==> src/rtl/noc_pkg.sv <==
// noc_pkg: shared flit format, flit types and reader FSM states for the NoC router slice.
package noc_pkg;
  localparam int FLIT_W = 34;
  localparam int DEF_X_W = 2;
  localparam int DEF_Y_W = 2;
  typedef enum logic [1:0] {
    HEAD_TAIL = 2'b00,
    HEAD      = 2'b01,
    BODY      = 2'b10,
    TAIL      = 2'b11
  } flit_type_e;
  typedef struct packed {
    flit_type_e  ftype;
    logic [31:0] payload;
  } flit_t;
  typedef enum logic {IDLE, PKT} rd_state_e;
  function automatic logic is_head(input flit_type_e t);
    return !t[1];
  endfunction
endpackage

==> src/rtl/sat_counter.sv <==
// sat_counter: saturating up-counter with async active-low reset.
// Ports: clk, arst (active-low async), inc (count enable), cnt (value, sticks at all-ones).
module sat_counter #(
  parameter int W = 8
) (
  input  logic         clk,
  input  logic         arst,
  input  logic         inc,
  output logic [W-1:0] cnt
);
  always_ff @(posedge clk or negedge arst)
    if (!arst) cnt <= '0;
    else if (inc && !(&cnt)) cnt <= cnt + W'(1);
endmodule

==> src/rtl/flit_reader.sv <==
// flit_reader: pops a FWFT flit FIFO, checks head/body/tail protocol, forwards payloads on registered valid/ready.
// Ports: clk, arst (active-low async); fifo_data_i/fifo_empty_i/fifo_read_o FIFO side;
//   valid_o/ready_i/data_o/sop_o/eop_o/dest_x_o/dest_y_o crossbar side; error_o violation pulse;
//   pkt_cnt_o/err_cnt_o live only when FLIT_READER_STATS_EN is defined, otherwise tied to 0.
module flit_reader
  import noc_pkg::*;
#(
  parameter int FLIT_W    = noc_pkg::FLIT_W,
  parameter int X_W       = DEF_X_W,
  parameter int Y_W       = DEF_Y_W,
  parameter int MAX_FLITS = 16
) (
  input  logic              clk,
  input  logic              arst,
  input  logic [FLIT_W-1:0] fifo_data_i,
  input  logic              fifo_empty_i,
  output logic              fifo_read_o,
  output logic              valid_o,
  input  logic              ready_i,
  output logic [31:0]       data_o,
  output logic              sop_o,
  output logic              eop_o,
  output logic [X_W-1:0]    dest_x_o,
  output logic [Y_W-1:0]    dest_y_o,
  output logic              error_o,
  output logic [15:0]       pkt_cnt_o,
  output logic [7:0]        err_cnt_o
);
  localparam logic [4:0] MAX_C = 5'(MAX_FLITS);
  flit_t f;
  rd_state_e state_q, state_d;
  logic [4:0] cnt_q, cnt_d, cnt_nxt;
  logic [31:0] data_d;
  logic [X_W-1:0] dx_d;
  logic [Y_W-1:0] dy_d;
  logic valid_d, sop_d, eop_d, err_d, force_eop;
  assign f = flit_t'(fifo_data_i);
  // no pops while in reset so a non-empty FIFO is left untouched
  assign fifo_read_o = arst && !fifo_empty_i && (!valid_o || ready_i);
  assign cnt_nxt = cnt_q + 5'd1;
  always_comb begin
    state_d = state_q;
    valid_d = valid_o && !ready_i;
    data_d = data_o;
    sop_d = sop_o;
    eop_d = eop_o;
    dx_d = dest_x_o;
    dy_d = dest_y_o;
    cnt_d = cnt_q;
    err_d = 1'b0;
    force_eop = 1'b0;
    if (fifo_read_o) begin
      if (is_head(f.ftype)) begin
        // a head inside a packet aborts it and starts the new one
        valid_d = 1'b1;
        data_d = f.payload;
        sop_d = 1'b1;
        eop_d = f.ftype == HEAD_TAIL;
        dx_d = f.payload[X_W-1:0];
        dy_d = f.payload[X_W+Y_W-1:X_W];
        cnt_d = 5'd1;
        state_d = (f.ftype == HEAD) ? PKT : IDLE;
        err_d = state_q == PKT;
      end else if (state_q == IDLE) begin
        valid_d = 1'b0;
        err_d = 1'b1;
      end else begin
        force_eop = f.ftype == BODY && cnt_nxt == MAX_C;
        valid_d = 1'b1;
        data_d = f.payload;
        sop_d = 1'b0;
        eop_d = f.ftype == TAIL || force_eop;
        cnt_d = cnt_nxt;
        err_d = force_eop;
        state_d = eop_d ? IDLE : PKT;
      end
    end
  end
  always_ff @(posedge clk or negedge arst) begin
    if (!arst) begin
      state_q <= IDLE;
      cnt_q <= '0;
      valid_o <= 1'b0;
      data_o <= '0;
      sop_o <= 1'b0;
      eop_o <= 1'b0;
      dest_x_o <= '0;
      dest_y_o <= '0;
      error_o <= 1'b0;
    end else begin
      state_q <= state_d;
      cnt_q <= cnt_d;
      valid_o <= valid_d;
      data_o <= data_d;
      sop_o <= sop_d;
      eop_o <= eop_d;
      dest_x_o <= dx_d;
      dest_y_o <= dy_d;
      error_o <= err_d;
    end
  end
`ifdef FLIT_READER_STATS_EN
  sat_counter #(.W(16)) u_pkt_cnt (.clk(clk), .arst(arst), .inc(valid_o && ready_i && eop_o), .cnt(pkt_cnt_o));
  sat_counter #(.W(8)) u_err_cnt (.clk(clk), .arst(arst), .inc(err_d), .cnt(err_cnt_o));
`else
  assign pkt_cnt_o = '0;
  assign err_cnt_o = '0;
`endif
endmodule

==> config.mk <==
export PLATFORM = sky130hd
export DESIGN_NAME = flit_reader
export DESIGN_NICKNAME = d
export VERILOG_FILES = /design/src/rtl/noc_pkg.sv /design/src/rtl/sat_counter.sv /design/src/rtl/flit_reader.sv
export SDC_FILE = /design/constraint.sdc
export NUM_CORES = 1
export LEC_CHECK = 0
export ABC_AREA = 1
export CAP_MARGIN = 20
export CELL_PAD_IN_SITES_DETAIL_PLACEMENT = 1
export CELL_PAD_IN_SITES_GLOBAL_PLACEMENT = 1
export CORE_ASPECT_RATIO = 1.2
export CORE_MARGIN = 8
export CORE_UTILIZATION = 26
export DETAILED_ROUTE_END_ITERATION = 8
export PLACE_DENSITY = 0.84
export SLEW_MARGIN = 20
export SYNTH_ARGS = -nofsm -noshare
export SYNTH_HDL_FRONTEND = slang
export SYNTH_HIERARCHICAL = 1
export SYNTH_SLANG_ARGS = --single-unit
==> constraint.sdc <==
create_clock -name clk -period 1.2 [get_ports clk]
set_input_delay 0.12 -clock clk [delete_from_list [all_inputs] [get_ports clk]]
set_output_delay 0.12 -clock clk [all_outputs]
set_load 0.01 [all_outputs]
==> impl_metrics.yaml <==
drt:
  viasPerCell: 4.31
  drt-total-wl_mm: 7.02
  detail-route-antenna-nets: 0
  drt_iter0_markers: 70
  dr.pass1.iters: 4
  drc: 0
  routed_wire_length_per_instance_um: 15.5
  vias: 1957
floorplan:
  fp.dieW_um: 98.5
  io_pins: 103
  dieArea_sq_um: 11300
  core_area_sq_um: 8020
  start_util: 0.265
  die_h_um: 115
  row_count: 36
placement:
  dp_hpwl_mm: 4.93
  place.gp.congestion: 0.743
  placed_cell_area_sq_um: 2990
  port_buffers: 78
  post-place-cells: 432
grt:
  grt_use_met1: 0.128
  antenna_found_initial: 0
  busiest_layer: "met2"
  use_met3: 0.0478
  overflow: 0
  met2_usage: 0.229
  grt_pass1_wl_mm: 11.2
  grt_pass1_vias: 2245
  grt_max_degree: 47
  grt.total_usage: 0.125
power_and_ir_drop:
  power.total_w: 0.00465
  powerDensity_nw_per_um2: 1340
  p_int_w: 0.00311
  ir_worst_vdd_mv: 0.721
  p_leak_nw: 1.81
  seqPwrFrac: 0.449
  clkPwrFrac: 0.222
  power_frac_comb: 0.328
  sw_frac_of_total: 0.332
  power.switching_w: 0.00155
critical_path:
  critPathLaunch: "state_q$_DFFE_PN0P_"
  path_cells: "o21ai_4, clkinv_4, buf_12, clkbuf_16, nand2_1, nand2_1"
  path_max_fanout: 5
  cp_data_required_time_ps: 1400
  worstSetupEndpointType: "register"
  crit_top_cell: "nand2_1"
  critical_path.max_stage_delay_ps: 440
  crit_slowest_cell: "dfrtp_1"
  crit_type: "register to register"
  r2r-start: "state_q$_DFFE_PN0P_"
  startpoint_type: "register"
  cp.arrival_ps: 1540
timing:
  period_needed_ps: 1350
  clock_skew_ps: 8.32
  setup_ws_ps: -146
  min_period_over_period: 1.12
  rsz0062_at_grt: "true"
  tightest_slew_ps: 629
  worst_slew_margin_rel: 0.580
  slew_viol_final: 0
  fmax_mhz: 743
  finalHoldViolations: 0
  holdWs_ps: 340
  setup-violations-final: 46
logic_synthesis:
  yosys-top-cells-count: "nand2_1 (130), dfrtp_1 (46), buf_4 (25)"
  yosysMostFrequentCell: "nand2_1"
  synth_seq_area_share: 0.542
  syn-cell-area_sq_um: 2120
  synth_warnings: 6
  netlist_top_cells_area: "dfrtp_1 (54%), nand2_1 (23%), buf_4 (8.8%)"
  synth_top_cell_area_share: 0.542
  ys_seq_elements: 46
  synth_area_per_cell_sq_um: 8.40
  yosysUniqueCellTypes: 20
  async_reset_ff_frac: 1.00
  post-synth-top-area-cell: "dfrtp_1"
  synth-edff-count: 0
  postSynthCellCount: 253
  ys.flop_type: "dfrtp_1"
layout:
  nets: 398
  design_area_sq_um: 3460
  drive_gt1_frac: 0.253
  syn2layout_area_growth_pct: 62.8
  n_antenna_cell: 0
  fin_cells: 454
run_status:
  violations: "negative setup slack"
  status: "complete, but fails checks"
clock_tree:
  ctsHtreeMaxLevel: 2
  cts_buffers: 5
  cts_tree: "yes"
  clk_path_buf_depth: 2
  clk_pin_slew_ps: 100
  clock-root-buffer: "clkbuf_8"
  cts.sinks: 46
  clock_latency_ps: 300
hold_path:
  hold_class: "input pin to register"
  hold_start: "fifo_data_i[6]"
run:
  cap_violations: 0
## final timing paths
check | slack [ps] | depth (start not counted) | end
max reg2reg | -150 | 6 | data_o[30]$_DFFE_PN0P_
min in group asynchronous | 500 | 3 | data_o[8]$_DFFE_PN0P_
max | -150 | 6 | data_o[30]$_DFFE_PN0P_
min | 340 | 3 | data_o[6]$_DFFE_PN0P_
min reg2reg | 480 | 2 | data_o[17]$_DFFE_PN0P_
max in group asynchronous | 250 | 3 | cnt_q[0]$_DFFE_PN0P_
## layer usage
| metal | wire length (um) | part of all wire |
|---|---|---|
| met2 | 3710 | 0.53 |
| met4 | 105 | 0.015 |
| met5 | 0 | 0 |
| met1 | 2700 | 0.38 |
| met3 | 504 | 0.072 |
## layout make-up
class	count	area (sq um)
tap	95	119
inverter	13	56.3
clock inverter	2	12.5
multi-input combinational	184	917
sequential	46	1150
timing repair buffer	108	1120
clock buffer	6	82.6
fill	949	4560
## sequential cells by signal, summed over array words and instances, names as in the netlist
register  flops
error_o       1
eop_o         1
sop_o         1
dest_x_o      2
data_o       32
cnt_q         5
valid_o       1
dest_y_o      2
state_q       1
## cell usage in the layout (no fill, tap or decap), types with 6 or more instances in the layout
cell	netlist	final
conb_1	1	24
dfrtp_1	46	44
clkdlybuf4s50_1	0	36
o21ai_0	11	6
buf_4	25	14
inv_1	11	10
nand2_2	2	31
clkbuf_8	0	6
nand2_1	130	98
dlygate4sd2_1	0	40
## what timing repair did
| action | 4_1_cts | 5_1_grt |
|---|---|---|
| setup buffers | 9 | 1 |
| hold buffers | 1 | 0 |
| gates resized for setup | 87 | 32 |
| setup endpoints to repair | 86 | 47 |
| gates cloned | 3 | 1 |
| hold endpoints to repair | 46 | 0 |
| pin swaps | 18 | 14 |
## power by group through the flow
| stage | Clock, W | Combinational [W] | Sequential [W] |
|---|---|---|---|
| after global routing | 0.00115 | 0.00169 | 0.00213 |
| after floorplan | 0 | 0.000481 | 0.00223 |
| after global placement | 0 | 0.00151 | 0.00208 |
| final | 0.00103 | 0.00153 | 0.00209 |
| after CTS | 0.00109 | 0.00150 | 0.00208 |
| after detailed placement | 0 | 0.00155 | 0.00210 |
## logic make-up after synthesis
| family | synth area share |
|---|---|
| compound gates | 0.0359 |
| fa+ha+maj | 0.0118 |
| buf+inv | 0.144 |
| flops | 0.542 |
| other cells | 0.00177 |
| simple gates | 0.264 |
## worst max-delay path, delay by kind of cell (launching register included)
kind / cells / cell delay, ps
AOI/OAI and AO/OA: 1 / 250
and+or+nand+nor: 2 / 100
DFF: 1 / 440
buffers and inverters: 3 / 450
## stage by stage
stage               utilization  setup WS, ps  TNS [ps]
global route              0.431          -222     -8370
detailed placement        0.373          -415    -15350
floorplan                     -         -64.0     -1960
CTS                       0.415          -196     -5060
finish                    0.431          -146     -4690
global placement          0.373          -374    -13060
Power figures use the tool's default switching activity.
